**src/rtl/id_ex_elastic.sv**
```systemverilog
// ID->EX elastic pipeline register: 1-cycle latency, bubbles carry an all-zero payload, flush/reset clear all entries.
// Backpressure: define ID_EX_ELASTIC_SKID_EN for a skid entry with registered input_ready; otherwise input_ready = !output_valid || output_ready.
module id_ex_elastic #(
  parameter int ADDR_W = 32,
  parameter int DATA_W = 32,
  parameter int REG_W  = 5,
  parameter int INST_W = 32
) (
  input  logic              clock,
  input  logic              reset,
  input  logic              flush,
  input  logic              input_valid,
  output logic              input_ready,
  input  logic [ADDR_W-1:0] input_addr,
  input  logic [INST_W-1:0] input_inst,
  input  logic [REG_W-1:0]  input_write_reg,
  input  logic [DATA_W-1:0] input_rsvalue,
  input  logic [DATA_W-1:0] input_rtvalue,
  input  logic [DATA_W-1:0] input_imm,
  output logic              output_valid,
  input  logic              output_ready,
  output logic [ADDR_W-1:0] output_addr,
  output logic [INST_W-1:0] output_inst,
  output logic [REG_W-1:0]  output_write_reg,
  output logic [DATA_W-1:0] output_rsvalue,
  output logic [DATA_W-1:0] output_rtvalue,
  output logic [DATA_W-1:0] output_imm,
  output logic [1:0]        occupancy
);

  typedef struct packed {
    logic [ADDR_W-1:0] addr;
    logic [INST_W-1:0] inst;
    logic [REG_W-1:0]  write_reg;
    logic [DATA_W-1:0] rsvalue;
    logic [DATA_W-1:0] rtvalue;
    logic [DATA_W-1:0] imm;
  } entry_t;

  entry_t in_dat;
  entry_t main_dat;
  logic   main_vld;
  logic   accept;
  logic   consume;

  assign in_dat.addr      = input_addr;
  assign in_dat.inst      = input_inst;
  assign in_dat.write_reg = input_write_reg;
  assign in_dat.rsvalue   = input_rsvalue;
  assign in_dat.rtvalue   = input_rtvalue;
  assign in_dat.imm       = input_imm;

  assign accept  = input_valid && input_ready;
  assign consume = main_vld && output_ready;

`ifdef ID_EX_ELASTIC_SKID_EN
  entry_t skid_dat;
  logic   skid_vld;

  // Ready depends only on state, so output_ready never reaches input_ready.
  assign input_ready = !skid_vld;

  always_ff @(posedge clock) begin
    if (reset || flush) begin
      main_vld <= 1'b0;
      main_dat <= '0;
      skid_vld <= 1'b0;
      skid_dat <= '0;
    end else if (skid_vld) begin
      // Skid full implies main full and input blocked; drain skid into main.
      if (consume) begin
        main_dat <= skid_dat;
        skid_vld <= 1'b0;
        skid_dat <= '0;
      end
    end else if (!main_vld || consume) begin
      main_vld <= accept;
      main_dat <= accept ? in_dat : '0;
    end else if (accept) begin
      skid_vld <= 1'b1;
      skid_dat <= in_dat;
    end
  end

  assign occupancy = {1'b0, main_vld} + {1'b0, skid_vld};
`else
  assign input_ready = !main_vld || output_ready;

  always_ff @(posedge clock) begin
    if (reset || flush) begin
      main_vld <= 1'b0;
      main_dat <= '0;
    end else if (!main_vld || consume) begin
      main_vld <= accept;
      main_dat <= accept ? in_dat : '0;
    end
  end

  assign occupancy = {1'b0, main_vld};
`endif

  // main_dat is zeroed whenever main_vld drops, so bubbles present a NOP payload.
  assign output_valid     = main_vld;
  assign output_addr      = main_dat.addr;
  assign output_inst      = main_dat.inst;
  assign output_write_reg = main_dat.write_reg;
  assign output_rsvalue   = main_dat.rsvalue;
  assign output_rtvalue   = main_dat.rtvalue;
  assign output_imm       = main_dat.imm;

endmodule

```
**config.mk**
```make
export PLATFORM = sky130hd
export DESIGN_NAME = id_ex_elastic
export DESIGN_NICKNAME = d
export VERILOG_FILES = /design/src/rtl/id_ex_elastic.sv
export SDC_FILE = /design/constraint.sdc
export NUM_CORES = 1
export LEC_CHECK = 0
export ABC_CLOCK_PERIOD_IN_PS = 1200
export BUFFER_PORTS_ARGS = -buffer_cell sky130_fd_sc_hd__buf_2
export CAP_MARGIN = 20
export CORE_AREA = 2 2 133 135
export CTS_CLUSTER_DIAMETER = 150
export DETAILED_ROUTE_END_ITERATION = 10
export DIE_AREA = 0 0 135 137
export PLACE_DENSITY = 0.71
export SKIP_LAST_GASP = 1
export SYNTH_ARGS = -nofsm -noshare
export SYNTH_HDL_FRONTEND = slang
export SYNTH_SLANG_ARGS = --single-unit
```
**constraint.sdc**
```tcl
create_clock -name clock -period 1.2 [get_ports clock]
set_clock_uncertainty 0.15 [all_clocks]
set_input_delay 0.24 -clock clock [delete_from_list [all_inputs] [get_ports clock]]
set_output_delay 0.24 -clock clock [all_outputs]
set_load 0.02 [all_outputs]
```
==> impl_metrics.sql, run 1 <==
INSERT INTO impl_metrics (metric_group, metric, value, unit) VALUES
('clocking', 'clock_sinks', '166', ''),
('logic_synthesis', 'ys.flop_type', 'sky130_fd_sc_hd__dfxtp_1', ''),
('finish', 'fillerInstances', '1245', ''),
('outcome', 'failed_checks', 'setup timing', ''),
('logic_synthesis', 'syn_area_per_cell', '8.45', 'µm²'),
('finish', 'layout-drive-gt1-share', '0.399', ''),
('placement', 'input_output_buffers', '337', ''),
('clocking', 'cts.root.buffer_cell', 'sky130_fd_sc_hd__clkbuf_16', ''),
('clocking', 'insertion_delay', '0.42', 'ns'),
('global_route', 'grt.overflow.total', '0', ''),
('global_route', 'grt_most_used_layer', 'met2', ''),
('power', 'vdd_ir_drop_max', '0.000914', 'V'),
('routing', 'vias', '7510', ''),
('die', 'starting_density_of_the_core', '0.368', ''),
('logic_synthesis', 'synth_top_family_by_area', 'simple AND/OR/NAND/NOR gates', ''),
('die', 'top_level_ports', '339', ''),
('logic_synthesis', 'synthesis.instances', '743', ''),
('routing', 'drc_errors', '0', ''),
('setup_path', 'critical_path.startpoint_type', 'flip-flop', ''),
('setup_path', 'timing.critical_path.arrival', '1.76', 'ns'),
('sta', 'hold_violations', '0', ''),
('finish', 'layout-area-overhead-vs-synth', '79.1', '%'),
('routing', 'drt-total-wl', '25700', 'µm'),
('logic_synthesis', 'synth_compound_area_frac', '0.143', ''),
('sta', 'setup_viol', '334', ''),
('logic_synthesis', 'fraction_of_synthesized_area_in_multiplexers', '0', ''),
('global_route', 'first_global_vias', '7144', ''),
('global_route', 'grt.total_usage', '0.240', ''),
('clocking', 'path_clk_slew', '0.07', 'ns'),
('global_route', 'met2_track_demand_over_resource', '0.422', ''),
('power', 'total_power_density_per_cell_area', '1190', 'mW/mm²'),
('hold_path', 'timing.hold.worst.class', 'input pin to flip-flop', ''),
('sta', 'maxClockFrequency', '0.636', 'GHz'),
('logic_synthesis', 'synth-xor-area-share', '0', ''),
('logic_synthesis', 'synth-seq-area-share', '0.529', ''),
('logic_synthesis', 'synth_top_cells_by_count', 'sky130_fd_sc_hd__dfxtp_1 (166), sky130_fd_sc_hd__nand2_1 (165), sky130_fd_sc_hd__a21oi_1 (145), sky130_fd_sc_hd__nand3_1 (145), sky130_fd_sc_hd__buf_2 (30)', ''),
('logic_synthesis', 'synth-edff-count', '0', ''),
('global_route', 'grt_start_max_net_pins', '53', ''),
('logic_synthesis', 'synth_fa_ha_area_frac', '0', ''),
('clocking', 'ctsHtreeMaxLevel', '4', ''),
('sta', 'setup_slack', '-0.372', 'ns'),
('finish', 'finalNonFillerCells', '1488', ''),
('outcome', 'outcome', 'finished, violations left', ''),
('die', 'area_of_the_die', '0.0185', 'mm²'),
('logic_synthesis', 'post-synth-top-area-cell', 'sky130_fd_sc_hd__dfxtp_1', ''),
('power', 'fin_total_pwr', '13.3', 'mW'),
('logic_synthesis', 'synth-warning-count', '0', ''),
('setup_path', 'crit_path_max_fanout', '14', ''),
('die', 'core_area', '0.0171', 'mm²'),
('logic_synthesis', 'synth_nets', '913', ''),
('sta', 'fin_worst_hold_slack', '0.0420', 'ns'),
('global_route', 'met3_grt_util', '0.0589', ''),
('power', 'power.static_leakage', '5.04', 'nW'),
('routing', 'drt_first_pass_iters', '5', ''),
('routing', 'first_iter_violations', '463', ''),
('setup_path', 'worstPathCellList', 'nor2b_4 > buf_4 > buf_6 > buf_12 > clkbuf_16 > nand2_1 > a21oi_1', ''),
('clocking', 'cts_tree', 'built', ''),
('run', 'maxCapViolations', '0', ''),
('sta', 'post-route-period-util', '1.31', ''),
('placement', 'detailedPlacementHpwl', '13700', 'µm'),
('logic_synthesis', 'synth_largest_type_area_fraction', '0.529', ''),
('clocking', 'cts_inserted_buffers', '17', ''),
('sta', 'grt_setup_unrepaired', 'yes', ''),
('placement', 'placed_cells_incl_taps', '1269', ''),
('logic_synthesis', 'synthTopCellsByArea', 'sky130_fd_sc_hd__dfxtp_1 (53%), sky130_fd_sc_hd__a21oi_1 (12%), sky130_fd_sc_hd__nand3_1 (12%)', ''),
('setup_path', 'cell_with_the_largest_stage_delay_on_the_worst_path', 'sky130_fd_sc_hd__dfxtp_4', ''),
('routing', 'ant_nets', '0', ''),
('global_route', 'wire_length_of_the_first_global_routing_pass', '35400', 'µm'),
('setup_path', 'worstPathRequired', '1.39', 'ns'),
('die', 'core.rowCount', '48', ''),
('logic_synthesis', 'synthMostInstantiatedCell', 'sky130_fd_sc_hd__dfxtp_1', '');
layout make-up:
type / instances / area [µm²] / area share
clock buffer: 20 / 457 / 0.0406
antenna: 1 / 2.50 / 0.000223
clock inverter: 12 / 144 / 0.0128
inverter: 1 / 8.76 / 0.000779
timing repair buffer: 563 / 4400 / 0.391
multi-input combinational: 500 / 2620 / 0.233
sequential: 166 / 3330 / 0.296
tap: 225 / 282 / 0.0250
power by group:
group,switching (mW),internal [mW]
sequential,0.0800,5.66
clock,2.38,3.22
combinational,0.985,1.02
total,3.44,9.90
metrics by stage:
| stage | area, µm² | setup WS (ns) | utilization | TNS (ns) |
|---|---|---|---|---|
| floorplan | 6320 | -0.145 | - | -21.69 |
| global placement | 8250 | -0.183 | 0.483 | -25.81 |
| detailed placement | 8250 | -0.197 | 0.483 | -26.15 |
| CTS | 10700 | -0.328 | 0.626 | -65.25 |
| global route | 11200 | -0.419 | 0.659 | -81.17 |
| finish | 11200 | -0.372 | 0.659 | -64.26 |
placed cells by master (no fill, tap or decap), types with 2 or more instances in the layout:
| cell type | instances |
|---|---|
| sky130_fd_sc_hd__nand3_1 | 127 |
| sky130_fd_sc_hd__clkinvlp_4 | 2 |
| sky130_fd_sc_hd__a21oi_2 | 29 |
| sky130_fd_sc_hd__dlygate4sd3_1 | 165 |
| sky130_fd_sc_hd__buf_4 | 17 |
| sky130_fd_sc_hd__nand3_2 | 36 |
| sky130_fd_sc_hd__buf_16 | 4 |
| sky130_fd_sc_hd__dfxtp_2 | 3 |
| sky130_fd_sc_hd__buf_12 | 15 |
| sky130_fd_sc_hd__clkbuf_16 | 30 |
| sky130_fd_sc_hd__buf_6 | 14 |
| sky130_fd_sc_hd__buf_8 | 5 |
| sky130_fd_sc_hd__nor2_1 | 2 |
| sky130_fd_sc_hd__a21oi_1 | 136 |
| sky130_fd_sc_hd__nand2_1 | 165 |
| sky130_fd_sc_hd__clkinv_4 | 5 |
| sky130_fd_sc_hd__clkbuf_8 | 2 |
| sky130_fd_sc_hd__buf_2 | 330 |
| sky130_fd_sc_hd__inv_6 | 2 |
| sky130_fd_sc_hd__nand3_4 | 2 |
| sky130_fd_sc_hd__dfxtp_1 | 162 |
| sky130_fd_sc_hd__bufinv_16 | 2 |
worst paths after layout:
check                                   startpoint                  to  slack (ns)  cells after the start
worst min-delay path                   input_valid  output_rtvalue[13]        0.04                      3
worst min register to register  output_rsvalue[15]  output_rsvalue[15]        0.30                      2
worst max register to register        output_valid  output_rsvalue[27]       -0.37                      7
worst max-delay path                  output_valid  output_rsvalue[27]       -0.37                      7
per-layer routing:
layer  routed length, µm  up-vias
met3                1650       94
met1                9650     3494
met4                1140        0
met2               13200      392
li1                    -     3530
met5                   0        -
what timing repair did:
action / CTS / global route
setup buffers: 3 / 1
hold endpoints to repair: 165 / 0
hold buffers: 165 / 0
pin swaps: 0 / 5
gates resized for setup: 37 / 43
cloned: 1 / 16
setup endpoints to repair: 333 / 334
kinds of logic (layout without fill, tap and decap cells):
family                 Yosys count  after routing
AO/OA/AOI/OAI                  165            165
buffers and inverters           77            596
flip-flops                     166            166
other                            1              2
AND/OR/NAND/NOR                334            334
critical path, delay by kind of cell, from the launching register on:
kind	cells	cell delay, ns
compound gates	1	0.19
buf+inv	4	0.57
flops	1	0.35
simple gates	2	0.23
No activity file was read; power rests on OpenSTA's default activity.
==> run 2: changes to the inputs <==
ABC_AREA = 1   (was not set)
PLACE_DENSITY = 0.69   (was 0.71)
==> run 2 against run 1 <==
  * The flow still finishes with violations (setup timing)
  * Critical path depth rose by 1
  * Flip-flop and latch count did not move
  * First-iteration DRC count rose by 35%
  * Via count rose by 14%
  * Final cell count rose by 5.0%
  * Register-to-register slack got worse by 0.07 ns
  * Area after synthesis fell by 4.7%
  * Worst setup slack got worse by 0.067 ns
  * Clock power rose by 5.5%
  * Critical path type unchanged
  * Largest power group is now the clock network
==> impl_metrics.sql, run 2 <==
INSERT INTO impl_metrics (metric_group, metric, value, unit) VALUES
('setup_path', 'cp_common_cell', 'sky130_fd_sc_hd__buf_12', ''),
('logic_synthesis', 'fraction_of_synthesized_area_in_multiplexers', '0', ''),
('setup_path', 'worstSetupEndpointType', 'flip-flop', ''),
('routing', 'vias', '8533', ''),
('hold_path', 'hold_depth', '4', ''),
('global_route', 'grt_start_max_net_pins', '59', ''),
('sta', 'grt_setup_unrepaired', 'yes', ''),
('power', 'p_sw', '3.87', 'mW'),
('sta', 'setup_viol', '334', ''),
('clocking', 'insertion_delay', '0.41', 'ns'),
('logic_synthesis', 'synth_top_cells_by_count', 'sky130_fd_sc_hd__dfxtp_1 (166), sky130_fd_sc_hd__nand2_1 (166), sky130_fd_sc_hd__a21oi_1 (165), sky130_fd_sc_hd__nand3_1 (165), sky130_fd_sc_hd__buf_2 (51)', ''),
('die', 'die-height', '137', 'µm'),
('clocking', 'clock_sinks', '166', ''),
('hold_path', 'timing.hold.worst.class', 'input pin to flip-flop', ''),
('power', 'part_of_the_total_power_dissipated_in_sequential_elements', '0.411', ''),
('sta', 'maxClockFrequency', '0.610', 'GHz'),
('clocking', 'cts.root.buffer_cell', 'sky130_fd_sc_hd__clkbuf_16', ''),
('logic_synthesis', 'synth_top_family_by_area', 'simple AND/OR/NAND/NOR gates', ''),
('finish', 'layout.cells.most_common', 'sky130_fd_sc_hd__buf_2', ''),
('setup_path', 'timing.critical_path.arrival', '1.83', 'ns'),
('setup_path', 'rr_endpoint', 'output_rsvalue[17]', ''),
('die', 'fp.dieW', '135', 'µm'),
('clocking', 'cts-root-to-sink-buffers', '2', ''),
('power', 'swShare', '0.274', ''),
('global_route', 'wire_length_of_the_first_global_routing_pass', '37400', 'µm'),
('logic_synthesis', 'flops_latches_synth', '166', ''),
('power', 'total_power_density_per_cell_area', '1050', 'mW/mm²'),
('clocking', 'cts_tree', 'built', ''),
('placement', 'globalplace.congestion', '0.830', ''),
('sta', 'hold_violations', '0', ''),
('sta', 'timing.setup.tns', '-62.41', 'ns'),
('finish', 'layout.cells.most_common_list', 'sky130_fd_sc_hd__buf_2 (170), sky130_fd_sc_hd__nand3_1 (165), sky130_fd_sc_hd__buf_6 (165), sky130_fd_sc_hd__dlygate4sd3_1 (165), sky130_fd_sc_hd__dfxtp_2 (152)', ''),
('sta', 'slew_viol_final', '0', ''),
('power', 'power.static_leakage', '5.98', 'nW'),
('logic_synthesis', 'synth_compound_area_frac', '0.138', ''),
('setup_path', 'worstPathRequired', '1.39', 'ns'),
('power', 'internal_power', '10.3', 'mW'),
('global_route', 'initial_antenna_violation_count', '2', ''),
('routing', 'drc_errors', '0', ''),
('routing', 'first_iter_violations', '623', ''),
('global_route', 'grt.overflow.total', '0', ''),
('routing', 'routed_wire_length_per_instance', '21.4', 'µm'),
('setup_path', 'timing.setup.critical_path_class', 'flip-flop to flip-flop', ''),
('logic_synthesis', 'synth_async_reset_ratio', '0', ''),
('logic_synthesis', 'synth-seq-area-share', '0.556', ''),
('logic_synthesis', 'syn-cell-area', '0.00598', 'mm²'),
('logic_synthesis', 'synthesis.instances', '744', ''),
('logic_synthesis', 'synth_largest_type_area_fraction', '0.556', ''),
('logic_synthesis', 'synth-edff-count', '0', ''),
('run', 'maxCapViolations', '0', ''),
('finish', 'layout-drive-gt1-share', '0.638', ''),
('setup_path', 'critPathMaxStageDelay', '0.38', 'ns'),
('sta', 'final.min_clock_period', '1.64', 'ns'),
('finish', 'layout-area-overhead-vs-synth', '125', '%'),
('finish', 'design_area', '0.0135', 'mm²'),
('power', 'clkPwrFrac', '0.418', ''),
('routing', 'drt_first_pass_iters', '7', ''),
('setup_path', 'setup_slack_on_the_worst_flop_to_flop_path', '-0.44', 'ns'),
('finish', 'final_net_count', '1493', ''),
('setup_path', 'cell_with_the_largest_stage_delay_on_the_worst_path', 'sky130_fd_sc_hd__dfxtp_4', ''),
('placement', 'input_output_buffers', '337', ''),
('sta', 'setup_slack', '-0.439', 'ns'),
('die', 'area_of_the_die', '0.0185', 'mm²'),
('hold_path', 'min-delay-start', 'input_valid', ''),
('logic_synthesis', 'post-synth-top-area-cell', 'sky130_fd_sc_hd__dfxtp_1', ''),
('power', 'vdd_ir_drop_max', '0.000952', 'V'),
('outcome', 'outcome', 'finished, violations left', ''),
('global_route', 'grt.total_usage', '0.255', ''),
('clocking', 'cts_inserted_buffers', '17', ''),
('routing', 'detail_route.vias_per_cell', '5.46', ''),
('logic_synthesis', 'synth_nets', '914', ''),
('power', 'fraction_of_power_consumed_by_combinational_cells', '0.172', ''),
('setup_path', 'worstPathCellList', 'buf_6 > inv_4 > nor2_4 > buf_12 > buf_16 > buf_12 > nand2_1 > a21oi_1', ''),
('routing', 'drt-total-wl', '33400', 'µm'),
('die', 'top_level_ports', '339', ''),
('logic_synthesis', 'ys_types', '13', ''),
('outcome', 'failed_checks', 'setup timing', ''),
('routing', 'ant_nets', '0', ''),
('placement', 'area_after_detailed_placement', '0.00805', 'mm²'),
('logic_synthesis', 'synth-simple-area-share', '0.246', ''),
('clocking', 'path_clk_slew', '0.08', 'ns'),
('placement', 'detailedPlacementHpwl', '13000', 'µm'),
('setup_path', 'crit_start', 'output_valid', ''),
('logic_synthesis', 'syn_area_per_cell', '8.04', 'µm²'),
('die', 'core_area', '0.0171', 'mm²'),
('setup_path', 'critical_path.startpoint_type', 'flip-flop', ''),
('sta', 'post-route-period-util', '1.37', ''),
('logic_synthesis', 'ys.flop_type', 'sky130_fd_sc_hd__dfxtp_1', ''),
('finish', 'fillerInstances', '902', ''),
('clocking', 'ctsHtreeMaxLevel', '4', ''),
('setup_path', 'worst_r2r_startpoint', 'output_valid', ''),
('logic_synthesis', 'synth_fa_ha_area_frac', '0', ''),
('hold_path', 'hold_ep', 'output_imm[6]', ''),
('die', 'core.rowCount', '48', ''),
('global_route', 'first_global_vias', '7632', ''),
('die', 'starting_density_of_the_core', '0.351', ''),
('setup_path', 'crit_path_max_fanout', '8', ''),
('logic_synthesis', 'synth-warning-count', '0', ''),
('logic_synthesis', 'synth-xor-area-share', '0', ''),
('setup_path', 'rr_worst_depth', '8', ''),
('finish', 'utilization', '0.790', ''),
('logic_synthesis', 'synthTopCellsByArea', 'sky130_fd_sc_hd__dfxtp_1 (56%), sky130_fd_sc_hd__a21oi_1 (14%), sky130_fd_sc_hd__nand3_1 (14%)', '');
==> run 2: layout make-up <==
cell class	count	area, µm²	area share
sequential	166	3540	0.263
timing repair buffer	635	5950	0.442
clock buffer	17	425	0.0316
tap	225	282	0.0209
antenna	2	5.00	0.000372
clock inverter	15	190	0.0141
multi-input combinational	501	3060	0.227
inverter	2	10.0	0.000743
==> run 2: worst max-delay path by stage <==
stage	to	slack, ns
5_1_grt	output_inst[30]	-0.48
2_1_floorplan	output_imm[10]	-0.03
4_1_cts	input_ready	-0.30
6_report	output_rsvalue[17]	-0.44
3_3_place_gp	output_rsvalue[6]	-0.11
3_5_place_dp	output_rtvalue[27]	-0.14
==> run 2: metrics by stage <==
step                std cells  total power, mW  setup WS [ns]  hold slack, ns
floorplan                 744             6.55        -0.0338           0.250
CTS                      1481             13.6         -0.299           0.128
global route             1563             14.5         -0.476           0.205
detailed placement       1264             7.16         -0.141           0.300
global placement         1264             7.15         -0.105           0.297
finish                   1563             14.2         -0.439           0.181
==> run 2: timing repair <==
action,in CTS,in global routing
buffers inserted,20,61
hold buffers,165,0
gates resized for setup,448,288
hold endpoints to repair,165,0
cloned,0,19
endpoints found under the setup margin,334,334
pin swaps,4,144
==> run 2: critical path, delay by kind of cell, from the launching register on <==
kind / cells / cell delay (ns)
AND/OR/NAND/NOR: 2 / 0.21
buffers and inverters: 5 / 0.61
AO/OA/AOI/OAI: 1 / 0.21
flip-flops: 1 / 0.38
==> run 2: cells by family (layout without fill, tap and decap cells) <==
family	Yosys count	after routing
other	1	3
and+or+nand+nor	335	335
AOI/OAI and AO/OA	165	165
DFF	166	166
buffers and inverters	77	669
==> run 2: metal layers <==
metal,wire length [µm],vias up,GRT usage
li1,-,3678,-
met2,17000,616,0.455
met5,0,-,0
met4,2420,0,0.130
met3,2680,193,0.0833
met1,11300,4046,0.270
==> run 2: power by group through the flow <==
stage | combinational, mW | sequential (mW) | clock (mW)
after floorplan | 0.503 | 6.05 | 0
after global placement | 1.30 | 5.86 | 0
after detailed placement | 1.30 | 5.86 | 0
after CTS | 1.92 | 5.79 | 5.85
after global routing | 2.53 | 5.82 | 6.17
final | 2.43 | 5.82 | 5.91
